[src/rtl/psram_bridge_pkg.sv]
// Shared types and constants for the PSRAM command bridge.
package psram_bridge_pkg;

    typedef enum logic [1:0] {
        IDLE,
        ISSUE,
        WAIT,
        RESPOND
    } state_e;

    localparam logic [1:0]  RW_READ  = 2'd2;
    localparam logic [1:0]  RW_WRITE = 2'd1;
    localparam logic [15:0] ERR_WORD = 16'hDEAD;
    localparam logic [15:0] ACK_WORD = 16'h4F4B;

    localparam int unsigned ADDR_W = 23;
    localparam int unsigned DATA_W = 16;
    localparam int unsigned CMD_W  = 40;

    typedef struct packed {
        logic              rd;
        logic [ADDR_W-1:0] addr;
        logic [DATA_W-1:0] wdata;
    } cmd_t;

endpackage

[src/rtl/psram_cmd_fifo.sv]
// Synchronous FIFO; pointers carry one extra wrap bit to tell full from empty.
module psram_cmd_fifo #(
    parameter int unsigned WIDTH = 40,
    parameter int unsigned DEPTH = 4
) (
    input  logic             i_clk,
    input  logic             i_rst,
    input  logic             i_push,
    input  logic [WIDTH-1:0] i_wdata,
    input  logic             i_pop,
    output logic [WIDTH-1:0] o_rdata,
    output logic             o_full,
    output logic             o_empty
);

    localparam int unsigned AW = $clog2(DEPTH);
    localparam int unsigned PW = AW + 1;

    logic [WIDTH-1:0] r_mem [DEPTH];
    logic [PW-1:0]    r_wptr;
    logic [PW-1:0]    r_rptr;
    logic             w_full;
    logic             w_empty;
    logic             w_do_pop;
    logic             w_do_push;

    assign w_full    = (r_wptr[AW] != r_rptr[AW]) && (r_wptr[AW-1:0] == r_rptr[AW-1:0]);
    assign w_empty   = (r_wptr == r_rptr);
    assign w_do_pop  = i_pop && !w_empty;
    // A pop in the same cycle frees the slot, so a push into a full FIFO still lands.
    assign w_do_push = i_push && (!w_full || w_do_pop);

    always_ff @(posedge i_clk) begin
        if (i_rst) begin
            r_wptr <= '0;
            r_rptr <= '0;
        end else begin
            if (w_do_push) begin
                r_wptr <= r_wptr + PW'(1);
            end
            if (w_do_pop) begin
                r_rptr <= r_rptr + PW'(1);
            end
        end
    end

    always_ff @(posedge i_clk) begin
        if (w_do_push) begin
            r_mem[r_wptr[AW-1:0]] <= i_wdata;
        end
    end

    assign o_rdata = r_mem[r_rptr[AW-1:0]];
    assign o_full  = w_full;
    assign o_empty = w_empty;

endmodule

[src/rtl/psram_cmd_bridge.sv]
// UART-to-PSRAM command bridge: queues commands, runs the start/done handshake, paces replies.
// Define PSRAM_WRITE_ACK_EN to send an "OK" word back for each completed write.
module psram_cmd_bridge
    import psram_bridge_pkg::*;
#(
    parameter int unsigned FIFO_DEPTH     = 4,
    parameter int unsigned TIMEOUT_CYCLES = 4096,
    parameter int unsigned TX_GAP_CYCLES  = 14600
) (
    input  logic        clk_PSRAM,
    input  logic        rst,
    input  logic        quad_start,
    input  logic [1:0]  read_write,
    input  logic [22:0] address,
    input  logic [15:0] data_in,
    output logic        psram_start,
    output logic        psram_read,
    output logic [22:0] psram_addr,
    output logic [15:0] psram_wdata,
    input  logic        psram_busy,
    input  logic        psram_done,
    input  logic [15:0] psram_rdata,
    output logic        send_uart,
    output logic [15:0] send_msg,
    output logic        fifo_overflow,
    output logic        bad_cmd,
    output logic        timeout_err
);

    localparam int unsigned    TO_W     = $clog2(TIMEOUT_CYCLES);
    localparam int unsigned    GAP_W    = $clog2(TX_GAP_CYCLES);
    localparam logic [TO_W-1:0]  TO_LAST  = TO_W'(TIMEOUT_CYCLES - 1);
    localparam logic [GAP_W-1:0] GAP_LAST = GAP_W'(TX_GAP_CYCLES - 1);

    state_e           r_state;
    state_e           w_state_next;
    cmd_t             r_cmd;
    logic [TO_W-1:0]  r_to_cnt;
    logic [GAP_W-1:0] r_gap_cnt;
    logic [15:0]      r_resp;
    logic [15:0]      r_msg;
    logic             r_fifo_overflow;
    logic             r_bad_cmd;
    logic             r_timeout_err;

    logic             w_rw_valid;
    logic             w_push_req;
    cmd_t             w_fifo_wdata;
    logic [CMD_W-1:0] w_fifo_rdata;
    logic             w_fifo_full;
    logic             w_fifo_empty;
    logic             w_pop;
    logic             w_issue;
    logic             w_done;
    logic             w_timeout;
    logic             w_send;

    assign w_rw_valid   = (read_write == RW_READ) || (read_write == RW_WRITE);
    assign w_push_req   = quad_start && w_rw_valid;
    assign w_fifo_wdata = '{rd: (read_write == RW_READ), addr: address, wdata: data_in};

    psram_cmd_fifo #(
        .WIDTH (CMD_W),
        .DEPTH (FIFO_DEPTH)
    ) u_fifo (
        .i_clk   (clk_PSRAM),
        .i_rst   (rst),
        .i_push  (w_push_req),
        .i_wdata (w_fifo_wdata),
        .i_pop   (w_pop),
        .o_rdata (w_fifo_rdata),
        .o_full  (w_fifo_full),
        .o_empty (w_fifo_empty)
    );

    always_ff @(posedge clk_PSRAM) begin
        if (rst) begin
            r_state <= IDLE;
        end else begin
            r_state <= w_state_next;
        end
    end

    always_comb begin
        w_state_next = r_state;
        unique case (r_state)
            IDLE: begin
                if (!w_fifo_empty) begin
                    w_state_next = ISSUE;
                end
            end
            ISSUE: begin
                if (!psram_busy) begin
                    w_state_next = WAIT;
                end
            end
            WAIT: begin
                if (psram_done) begin
`ifdef PSRAM_WRITE_ACK_EN
                    w_state_next = RESPOND;
`else
                    w_state_next = r_cmd.rd ? RESPOND : IDLE;
`endif
                end else if (r_to_cnt == TO_LAST) begin
                    w_state_next = RESPOND;
                end
            end
            RESPOND: begin
                if (r_gap_cnt == '0) begin
                    w_state_next = IDLE;
                end
            end
            default: w_state_next = IDLE;
        endcase
    end

    always_comb begin
        w_pop     = 1'b0;
        w_issue   = 1'b0;
        w_done    = 1'b0;
        w_timeout = 1'b0;
        w_send    = 1'b0;
        unique case (r_state)
            IDLE:    w_pop  = !w_fifo_empty;
            ISSUE:   w_issue = !psram_busy;
            WAIT: begin
                w_done    = psram_done;
                w_timeout = !psram_done && (r_to_cnt == TO_LAST);
            end
            RESPOND: w_send = (r_gap_cnt == '0);
            default: ;
        endcase
    end

    always_ff @(posedge clk_PSRAM) begin
        if (rst) begin
            r_cmd           <= '0;
            r_to_cnt        <= '0;
            r_gap_cnt       <= '0;
            r_resp          <= '0;
            r_msg           <= '0;
            r_fifo_overflow <= 1'b0;
            r_bad_cmd       <= 1'b0;
            r_timeout_err   <= 1'b0;
        end else begin
            if (w_pop) begin
                r_cmd <= cmd_t'(w_fifo_rdata);
            end
            if (w_issue) begin
                r_to_cnt <= '0;
            end else if (r_state == WAIT) begin
                r_to_cnt <= r_to_cnt + TO_W'(1);
            end
            if (w_done && r_cmd.rd) begin
                r_resp <= psram_rdata;
`ifdef PSRAM_WRITE_ACK_EN
            end else if (w_done) begin
                r_resp <= ACK_WORD;
`endif
            end else if (w_timeout) begin
                r_resp <= ERR_WORD;
            end
            // Gap counter runs regardless of state so replies stay spaced across commands.
            if (w_send) begin
                r_gap_cnt <= GAP_LAST;
                r_msg     <= r_resp;
            end else if (r_gap_cnt != '0) begin
                r_gap_cnt <= r_gap_cnt - GAP_W'(1);
            end
            if (w_push_req && w_fifo_full && !w_pop) begin
                r_fifo_overflow <= 1'b1;
            end
            if (quad_start && !w_rw_valid) begin
                r_bad_cmd <= 1'b1;
            end
            if (w_timeout) begin
                r_timeout_err <= 1'b1;
            end
        end
    end

    assign psram_start   = w_issue;
    assign psram_read    = r_cmd.rd;
    assign psram_addr    = r_cmd.addr;
    assign psram_wdata   = r_cmd.wdata;
    assign send_uart     = w_send;
    assign send_msg      = w_send ? r_resp : r_msg;
    assign fifo_overflow = r_fifo_overflow;
    assign bad_cmd       = r_bad_cmd;
    assign timeout_err   = r_timeout_err;

endmodule

[config.mk]
export PLATFORM = sky130hd
export DESIGN_NAME = psram_cmd_bridge
export DESIGN_NICKNAME = d
export VERILOG_FILES = /design/src/rtl/psram_bridge_pkg.sv /design/src/rtl/psram_cmd_fifo.sv /design/src/rtl/psram_cmd_bridge.sv
export SDC_FILE = /design/constraint.sdc
export NUM_CORES = 1
export LEC_CHECK = 0
export ABC_AREA = 1
export ABC_CLOCK_PERIOD_IN_PS = 3100
export BUFFER_PORTS_ARGS = -buffer_cell sky130_fd_sc_hd__buf_4
export CORE_MARGIN = 2
export CORE_UTILIZATION = 35
export CTS_CLUSTER_DIAMETER = 80
export CTS_CLUSTER_SIZE = 25
export DETAILED_ROUTE_END_ITERATION = 8
export GPL_ROUTABILITY_DRIVEN = 0
export SYNTH_ARGS = -nofsm -noshare
export SYNTH_HDL_FRONTEND = slang
export SYNTH_SLANG_ARGS = --single-unit
[constraint.sdc]
create_clock -name clk_PSRAM -period 3.1 [get_ports clk_PSRAM]
set_input_delay 0.31 -clock clk_PSRAM [delete_from_list [all_inputs] [get_ports clk_PSRAM]]
set_output_delay 0.31 -clock clk_PSRAM [all_outputs]
set_load 0.01 [all_outputs]
==> results of run 1 <==
[registers in the layout (all words and copies together), names as in the netlist, 2 cells and up]
| register | cells |
|---|---|
| psram_wdata | 16 |
| r_resp | 16 |
| psram_addr | 23 |
| u_fifo.r_wptr | 3 |
| r_state | 2 |
| r_gap_cnt | 14 |
| u_fifo.r_mem | 160 |
| r_to_cnt | 12 |
| r_msg | 16 |
| u_fifo.r_rptr | 3 |
[path summary, 6_finish.rpt]
kind         slack (ns)                  end             start  cells after the start
max                0.51          send_msg[7]      r_gap_cnt[0]                     10
min reg2reg        0.47            r_msg[11]         r_msg[11]                      2
min                0.06              bad_cmd        quad_start                      3
max reg2reg        0.79  u_fifo.r_mem[0][12]  u_fifo.r_wptr[1]                      8
[metal layers]
metal	up-vias	part of all wire, %
met5	-	0
met4	0	1.4
met3	23	4.9
met2	151	48
met1	3571	46
li1	3763	-
[cell usage in the layout (no fill, tap or decap), types with 3 or more instances in the layout]
cell type,n
ha_1,9
dfxtp_1,107
dlygate4sd3_1,39
buf_12,4
buf_4,133
a21oi_1,46
clkbuf_1,3
inv_2,8
nor3_1,6
nand2_1,125
o21ai_1,12
o22ai_1,40
o21ai_0,127
nand3_1,13
xor2_1,7
nand4_1,6
inv_1,44
edfxtp_1,160
clkbuf_16,16
nor2_2,4
nand2_2,6
xnor2_1,4
nor2_1,228
nor2_4,6
[final cells by class]
cell class                      count  area, µm²  share of cell area, %
Clock buffer                       20        425                   3.32
Sequential cell                   269       6990                   54.6
Clock inverter                      7        113                  0.880
Inverter                           53        201                   1.57
Tap cell                          390        488                   3.81
Antenna cell                        1       2.50                 0.0196
Timing Repair Buffer              176       1470                   11.5
Multi-Input combinational cell    653       3110                   24.3
[metrics by stage]
step | total power [µW] | util [%] | setup slack [ns]
4_1_cts | 9300 | 43.2 | 0.161
3_3_place_gp | 6860 | 40.0 | 0.651
3_5_place_dp | 6910 | 40.0 | 0.623
2_1_floorplan | 6090 | - | -0.0548
5_1_grt | 9780 | 43.2 | 0.241
6_report | 9180 | 43.2 | 0.508
[cells by family (layout without fill, tap and decap cells)]
| kind of cell | count (synthesis) | after routing | share of synthesized area, % |
|---|---|---|---|
| simple gates | 403 | 403 | 15.7 |
| buf+inv | 101 | 256 | 4.35 |
| flops | 269 | 269 | 66.4 |
| compound gates | 230 | 230 | 11.6 |
| fa+ha+maj | 9 | 9 | 1.07 |
| other cells | 0 | 1 | 0 |
| xor+xnor | 11 | 11 | 0.916 |
[what timing repair did]
item	CTS	global route
hold buffers	39	0
setup endpoints to repair	0	14
hold endpoints to repair	147	0
resized for setup	0	1
[power by group]
group	total, µW	leakage [µW]	switching, µW	internal [µW]
logic	2550	0.00234	1610	937
registers	4290	0.00234	191	4100
clock network	2340	0.000260	1230	1110
[worst max-delay path, delay by kind of cell, from the launching register on]
family | cells | cell delay [ns]
buf+inv | 3 | 0.28
simple gates | 6 | 0.88
fa+ha+maj | 1 | 0.22
flops | 1 | 0.41
==> results.md, run 1 <==
- GR Util met3: 2.57%
- Vias per Instance: 4.79
- Number of port buffers: approximately 120
- Register area share after synthesis: between 60 and 70%
- Final ANT Viol Nets: 0
- CP max-delay cell: dfxtp_1
- Cell Area, Synth: roughly 11000 µm²
- Final WL: 23900 µm
- 1st-iter DRT viols: 470
- CTS H-tree depth: 1
- Crit path kind: register to output pin
- Yosys warns: 0
- # rows: 63
- Syn nets: 1094
- Largest net degree at the start of global routing: just over 80
- Area Growth Syn to Fin: 21.6%
- Via count: 7508
- Cell Area, Placed: 11900 µm²
- Final Instance Count excl. Fillers: 1569
- Grt met2 use: 25.9%
- Vias in the first global route: 7256
- Final Hold Viols: 0
- Library cells used by synthesis: 38
- Clock Latency Late Sink: 0.50 ns
- Crit Path Max Fanout: 20
- Worst slew pin tran: 0.844 ns
- Required time of the critical path: 2.79 ns
- Final net count: 1240
- Fillers: 2875
- Crit path arrival time: 2.28 ns
- Share of cells above drive strength 1: 16.6%
- Top-Level Pins: 123
- Commonest cells post-synth: nor2_1, edfxtp_1, o21ai_0
- Final setup viols: 0
- Worst vdd ir: roughly 380 µV
- Core area: 29600 µm²
- Post-synth EDFFs: 160
- Async set-reset flop share out of synthesis: 0%
- Fin Clk Skew: between 0.02 and 0.03 ns
- Mean routed wirelength per cell: 15.3 µm
- HP Class: primary input to register
- Gr ovfl total: 0
- Relative slew slack: 43.7%
- DR pass1 iterations: 5
- Num CTS Buffers: 16
- Die height: around 180 µm
- Minimum clock period: between 2 and 3 ns
- DRC errors left: 0
- Seq cells post-synth: between 200 and 300
- Slew Limit Fails: 0
- Top cell by count, worst path: nand2_1
- Post-detail-place hpwl: 14300 µm
- Leading area contributor after synthesis: edfxtp_1
- Post-CTS Setup Inserts: 0
- Fin crit share: roughly 84%
- Top cells by area, synth: edfxtp_1, dfxtp_1, nor2_1
- PwrDens: between 700 and 800 nW/µm²
- Static Leak: 0.00494 µW
- Crit-path cells: inv_1 > ha_1 > nand2_1 > nor2_1 > nand2_2 > inv_2 > nand2_2 > nand2_1 > nand2_1 > buf_4
- Syn_area_per_cell: between 10 and 15 µm²
- TritonCTS clock tree: done
- Chip width: approximately 180 µm
- Ys flop type: edfxtp_1
- Status: finished, final reports clean
- First-pass GRT wire length: 38100 µm
- Share of the synthesized area in the top cell type: 45.7%
- WHS: 0.0555 ns
- Startpoint types: register
- DP Cell Count: 1502
- Met1 Use GR: 20.5%
- Initial Util: 35.5%
- Most numerous cell in the Yosys netlist: nor2_1
- Clock Tree Buf Depth: 3
- Antenna violations before repair: 1
- CTS clk-pin slew, worst paths: 0.10 ns
- Most Crowded Layer GR: met2
- Die area: 31500 µm²
- Slowest stage delay, CP: 0.41 ns
- Root buffer cell: clkbuf_16
- Synth Instances: approximately 1.0k
- Worst setup EP type: output pin
- Fin Setup TNS: 0 ns
- Post-route cell area: 12800 µm²
- Clk sinks: 269
- Total Routing Usage GR: roughly 15%
- Max Cap Violations: 0
- RSZ-0062 raised after global routing: no
- Fmax: approximately 390 MHz
Note: power is estimated with default switching activity, not from simulation.
==> inputs of run 2 (changes only) <==
Settings changed: ABC_CLOCK_PERIOD_IN_PS 3100 to 2200.
Clock period 3.1 ns to 2.2 ns, I/O delays scaled along.
==> run 2 against run 1 <==
  * Register-to-register slack got worse by 0.42 ns
  * Count of clock-buffer cells in the layout rose by 3
  * Clock skew rose by 0.0094 ns
  * Power rose by 44%
  * Utilization rose by 1.7 points
  * Non-clock buffer count rose by 33
==> results.md, run 2 (synthesis gave the netlist of run 1 again) <==
- Status: finished, final reports clean
- Fin crit share: between 90% and 100%
- Chip width: around 180 µm
- First-pass GRT wire length: roughly 37000 µm
- Most frequent cells in the layout: nor2_1, edfxtp_1, buf_4
- Internal cell power: ~9000 µW
- Mean routed wirelength per cell: 15.3 µm
- Top-Level Pins: between 100 and 150
- Clock power frac: 24.2%
- Clock Latency Late Sink: 0.52 ns
- Die area: 31500 µm²
- CTS clk-pin slew, worst paths: 0.09 ns
- Final net count: 1273
- CTS H-tree depth: 1
- Commonest non-fill, non-tap cell in the layout: nor2_1
- Flop pwr share: 46.2%
- Vias in the first global route: slightly above 7k
- Max reg flops: 160
- DR pass1 iterations: 7
- Max Cap Violations: 0
- Sw Pwr: 4400 µW
- Post-route cell area: 13300 µm²
- PwrDens: between 900 and 1000 nW/µm²
- 1st-iter DRT viols: 537
- Core area: approximately 30000 µm²
- Startpoint types: register
- Final ANT Viol Nets: 0
- Largest net degree at the start of global routing: 71
- RSZ-0062 raised after global routing: yes
- WHS: 0.0471 ns
- Required time of the critical path: just under 2 ns
- Antenna violations before repair: 0
- Fmax: 461 MHz
- Clk sinks: 269
- Final Hold Viols: 0
- Initial Util: 35.5%
- Number of port buffers: around 120
- Gate power share: ~30%
- Final setup viols: 0
- Crit path kind: register to output pin
- Final WL: ~24000 µm
- Worst slew pin tran: 0.569 ns
- Switching share of power: 33.4%
- Static Leak: ~0.0052 µW
- DRC errors left: 0
- Crit path arrival time: 1.95 ns
- TritonCTS clock tree: done
- Post-detail-place hpwl: 14700 µm
- Root buffer cell: clkbuf_16
- Slew Limit Fails: 0
- Clock Tree Buf Depth: 3
- Area Growth Syn to Fin: 26.3%
- Fin worst setup slack: 0.0310 ns
- Crit Path Max Fanout: 8
- Worst vdd ir: 675 µV
- HP Class: primary input to register
- Via count: around 7.7k
- Share of cells above drive strength 1: 20.9%
- Fin Clk Skew: 0.0366 ns
- Relative slew slack: 62.1%
- Num CTS Buffers: 16
- Total Routing Usage GR: 14.9%
- Minimum clock period: 2.17 ns
- Worst setup EP type: output pin
- Final Instance Count excl. Fillers: 1602
- Vias per Instance: 4.79
- N_diodes: 0
- Die height: 177 µm
- Cell Area, Placed: 11900 µm²
- Place WS: 0.285 ns
- DP Cell Count: 1510
- Gr ovfl total: 0
- # rows: 63
[run 2: cell types whose count changed in the layout (fill, tap and decap cells not counted), sizes merged]
cell / change
bufinv: -1
inv: +1
buf: +24
clkinv: -2
clkbuf: +5
dlygate4sd3: +7
diode: -1
[run 2: worst paths after layout]
kind / endpoint / slack (ns) / cells after the start / startpoint
worst min-delay path: r_resp[9] / 0.05 / 5 / psram_rdata[9]
worst max register to register: u_fifo.r_mem[0][28] / 0.37 / 9 / u_fifo.r_rptr[1]
worst max-delay path: send_msg[14] / 0.03 / 10 / r_gap_cnt[2]
worst min register to register: r_msg[3] / 0.47 / 2 / r_msg[3]
[run 2: cell type report]
class,instances,area [µm²]
repair buffers,209,1850
fillers,2839,16300
multi-input cells,653,3230
well taps,390,488
clock inverters,5,82.6
flip-flops and latches,269,7000
inverters,53,204
clock buffers,23,437
[run 2: timing repair]
item	4_1_cts	5_1_grt
buffers inserted	11	5
setup endpoints to repair	17	17
pin swaps	8	10
resized for setup	36	27
cloned	2	2
hold buffers	46	0
endpoints found under the hold margin	163	0
[run 2: critical path, cell delays in order (launching register included)]
cell and delay [ns]:
dfxtp_2 0.36, nor2_4 0.17, nand2_1 0.10, nor2_2 0.11
nand2_2 0.08, inv_2 0.08, nand2_4 0.08, clkbuf_16 0.18
nand2_1 0.08, nand2_1 0.06, buf_4 0.14
[run 2: power by group through the flow]
stage / Clock, µW / Sequential, µW / Combinational (µW)
finish: 3190 / 6100 / 3910
global route: 3490 / 6140 / 4350
CTS: 3320 / 6070 / 3820
detailed placement: 0 / 6180 / 3560
global placement: 0 / 6170 / 3520
floorplan: 0 / 6210 / 2370
[run 2: layer usage]
layer  GRT usage, %  vias up  routed length (µm)
met5              0        -                   0
met2           25.2      185               11700
met1           20.0     3619               11100
met3           2.36       24                1150
li1               -     3838                   -
met4           3.45        0                 471
[run 2: stage by stage]
step | total power [µW] | util, % | TNS (ns)
after floorplan | 8580 | - | -53.78
after global placement | 9690 | 40.3 | 0
after detailed placement | 9740 | 40.3 | 0
after CTS | 13200 | 44.5 | -0.292
after global routing | 14000 | 44.8 | -0.942
final | 13200 | 44.8 | 0
==> inputs of run 3 (changes only) <==
Settings changed: CORE_MARGIN 2 to 10.
==> run 3 against run 2 <==
  * Largest cell class unchanged
  * Non-clock buffer count rose by 1
  * Maximum frequency up 2.2%
  * Utilization up 0.19 points
  * Wire length increased by 3.8%
  * First-iteration DRC count is 13% lower
==> results.md, run 3 (synthesis gave the netlist of run 1 again) <==
- Fin Setup TNS: 0 ns
- Max reg flops: 160
- Minimum clock period: between 2 and 2.5 ns
- Static Leak: 0.00520 µW
- Critical path buffers and inverters: 4
- Mean routed wirelength per cell: 15.8 µm
- Final WL: ~25000 µm
- 1st-iter DRT viols: around 470
- Fmax: 471 MHz
- Number of port buffers: 122
- Num CTS Buffers: 16
- R2r endpoint: u_fifo.r_mem[2][34]
- Hold depth: 5
- Pwr Total: 13200 µW
- Reg2reg path depth: 9
- Final Hold Viols: 0
- CP max-delay cell: dfxtp_4
- Final ANT Viol Nets: 0
- Vias per Instance: 4.76
- TritonCTS clock tree: done
- Fin Clk Skew: 0.0228 ns
- Worst hold endpoint: r_resp[2]
- DR pass1 iterations: 6
- Root buffer cell: clkbuf_16
- Initial Util: 35.5%
- HP Class: primary input to register
- Post-detail-place hpwl: between 15000 and 20000 µm
- Fin crit share: 96.5%
- Die height: 193 µm
- Crit path kind: register to output pin
- Gr ovfl total: 0
- Via count: 7635
- Final setup viols: 0
- Clock Latency Late Sink: 0.51 ns
- Worst setup EP type: output pin
- Required time of the critical path: 1.98 ns
- Worst R2R Start: u_fifo.r_wptr[1]
- Top-Level Pins: 123
- Die area: 37400 µm²
- Cell Area, Placed: 12000 µm²
- Reg2Reg Setup Slack: 0.34 ns
- Grt met2 use: a little over a fifth
- Most Crowded Layer GR: met2
- Slowest stage delay, CP: 0.37 ns
- Largest net degree at the start of global routing: 52
- Worst vdd ir: 549 µV
- Vias in the first global route: 7876
- Final core area utilization: 45.0%
- Crit path arrival time: 1.90 ns
- Clock Tree Buf Depth: 3
- Final net count: 1274
- Share of cells above drive strength 1: between 20% and 30%
- CTS H-tree depth: 1
- Total Routing Usage GR: 13.0%
- Relative slew slack: about two thirds
- Post-route cell area: 13300 µm²
- Worst slew pin tran: 0.502 ns
- DRC errors left: 0
- Most frequent cells in the layout: nor2_1, edfxtp_1, buf_4
- RSZ-0062 raised after global routing: yes
- Crit-path cells: inv_4 > ha_4 > nand2_1 > nor2_2 > nand2_2 > inv_2 > nand2_4 > buf_6 > nand2_1 > nand2_1 > buf_4
- CTS clk-pin slew, worst paths: 0.10 ns
- Area Growth Syn to Fin: 26.9%
- Met1 Use GR: 17.4%
- Top cell by count, worst path: nand2_1
- Startpoint types: register
- GR Util met3: 2.42%
- HP Start: psram_rdata[2]
- Core area: 29600 µm²
- Cell family with most CP delay: simple AND/OR/NAND/NOR gates
- Commonest non-fill, non-tap cell in the layout: nor2_1
- Max Cap Violations: 0
- Chip width: 193 µm
- DP Cell Count: 1512
- Final Instance Count excl. Fillers: about 1.6k
- CP startpoint: r_gap_cnt[0]
- Slew Limit Fails: 0
- Crit Path Max Fanout: 7
- Clk sinks: 269
- # rows: 63
- Antenna violations before repair: 0
- PwrDens: 990 nW/µm²
- Status: finished, final reports clean
- N_diodes: 0
- First-pass GRT wire length: 41400 µm
run 3: cell count changes in the layout (fill, tap and decap cells not counted), moves of 2 or more:
| cell | before | now |
|---|---|---|
| nand2_2 | 21 | 32 |
| buf_4 | 144 | 139 |
| nor2_2 | 3 | 6 |
| buf_6 | 9 | 13 |
| buf_12 | 7 | 11 |
| nand2_1 | 107 | 95 |
| nor2_4 | 11 | 9 |
| clkbuf_16 | 18 | 16 |
run 3: stage by stage:
| step | worst slack, ns | hold slack [ns] |
|---|---|---|
| global placement | 0.275 | 0.425 |
| floorplan | -0.336 | 0.319 |
| CTS | -0.00660 | 0.0232 |
| global route | -0.0337 | 0.0617 |
| detailed placement | 0.276 | 0.428 |
| finish | 0.0769 | 0.0353 |
run 3: final cells by class:
cell class | count | area [µm²]
clock inverter | 6 | 80.1
sequential | 269 | 7000
inverter | 53 | 204
timing repair buffer | 210 | 1890
multi-input combinational | 653 | 3260
tap | 390 | 488
fill | 2801 | 16300
clock buffer | 22 | 433
run 3: worst reg2reg max path, cell delays in order, from the launching register on:
cell and delay [ns]:
dfxtp_1 0.42, inv_1 0.10, nand2_1 0.06, nand2_1 0.06
and2_4 0.16, nand2_1 0.07, nand2_1 0.05, buf_4 0.18
nor2_4 0.26, buf_4 0.22
run 3: where the power goes:
part	total (µW)	switching, µW	internal [µW]	leakage, µW
logic	3930	2370	1560	0.00261
clock network	3200	1740	1460	0.000243
registers	6070	286	5790	0.00235
run 3: worst max-delay path by stage:
| stage | endpoint | slack [ns] | cells after the start |
|---|---|---|---|
| detailed placement | u_fifo.r_mem[2][38] | 0.28 | 9 |
| finish | send_msg[4] | 0.08 | 11 |
| global placement | u_fifo.r_mem[2][0] | 0.28 | 9 |
| global route | send_msg[11] | -0.03 | 11 |
| floorplan | u_fifo.r_mem[0][0] | -0.34 | 7 |
| CTS | send_msg[6] | -0.007 | 11 |
run 3: repair_timing:
item / in CTS / in global routing
gates cloned: 1 / 1
endpoints found under the setup margin: 17 / 16
resized for setup: 48 / 28
pin swaps: 13 / 6
hold buffers: 46 / 0
hold endpoints to repair: 163 / 0
buffers inserted: 11 / 6
run 3: per-layer routing:
layer	part of all wire, %	wire length, µm	vias to the layer above
met4	1.9	491	0
met2	46	11600	182
met1	48	12100	3588
met5	0	0	-
met3	4.8	1210	31
li1	-	-	3834
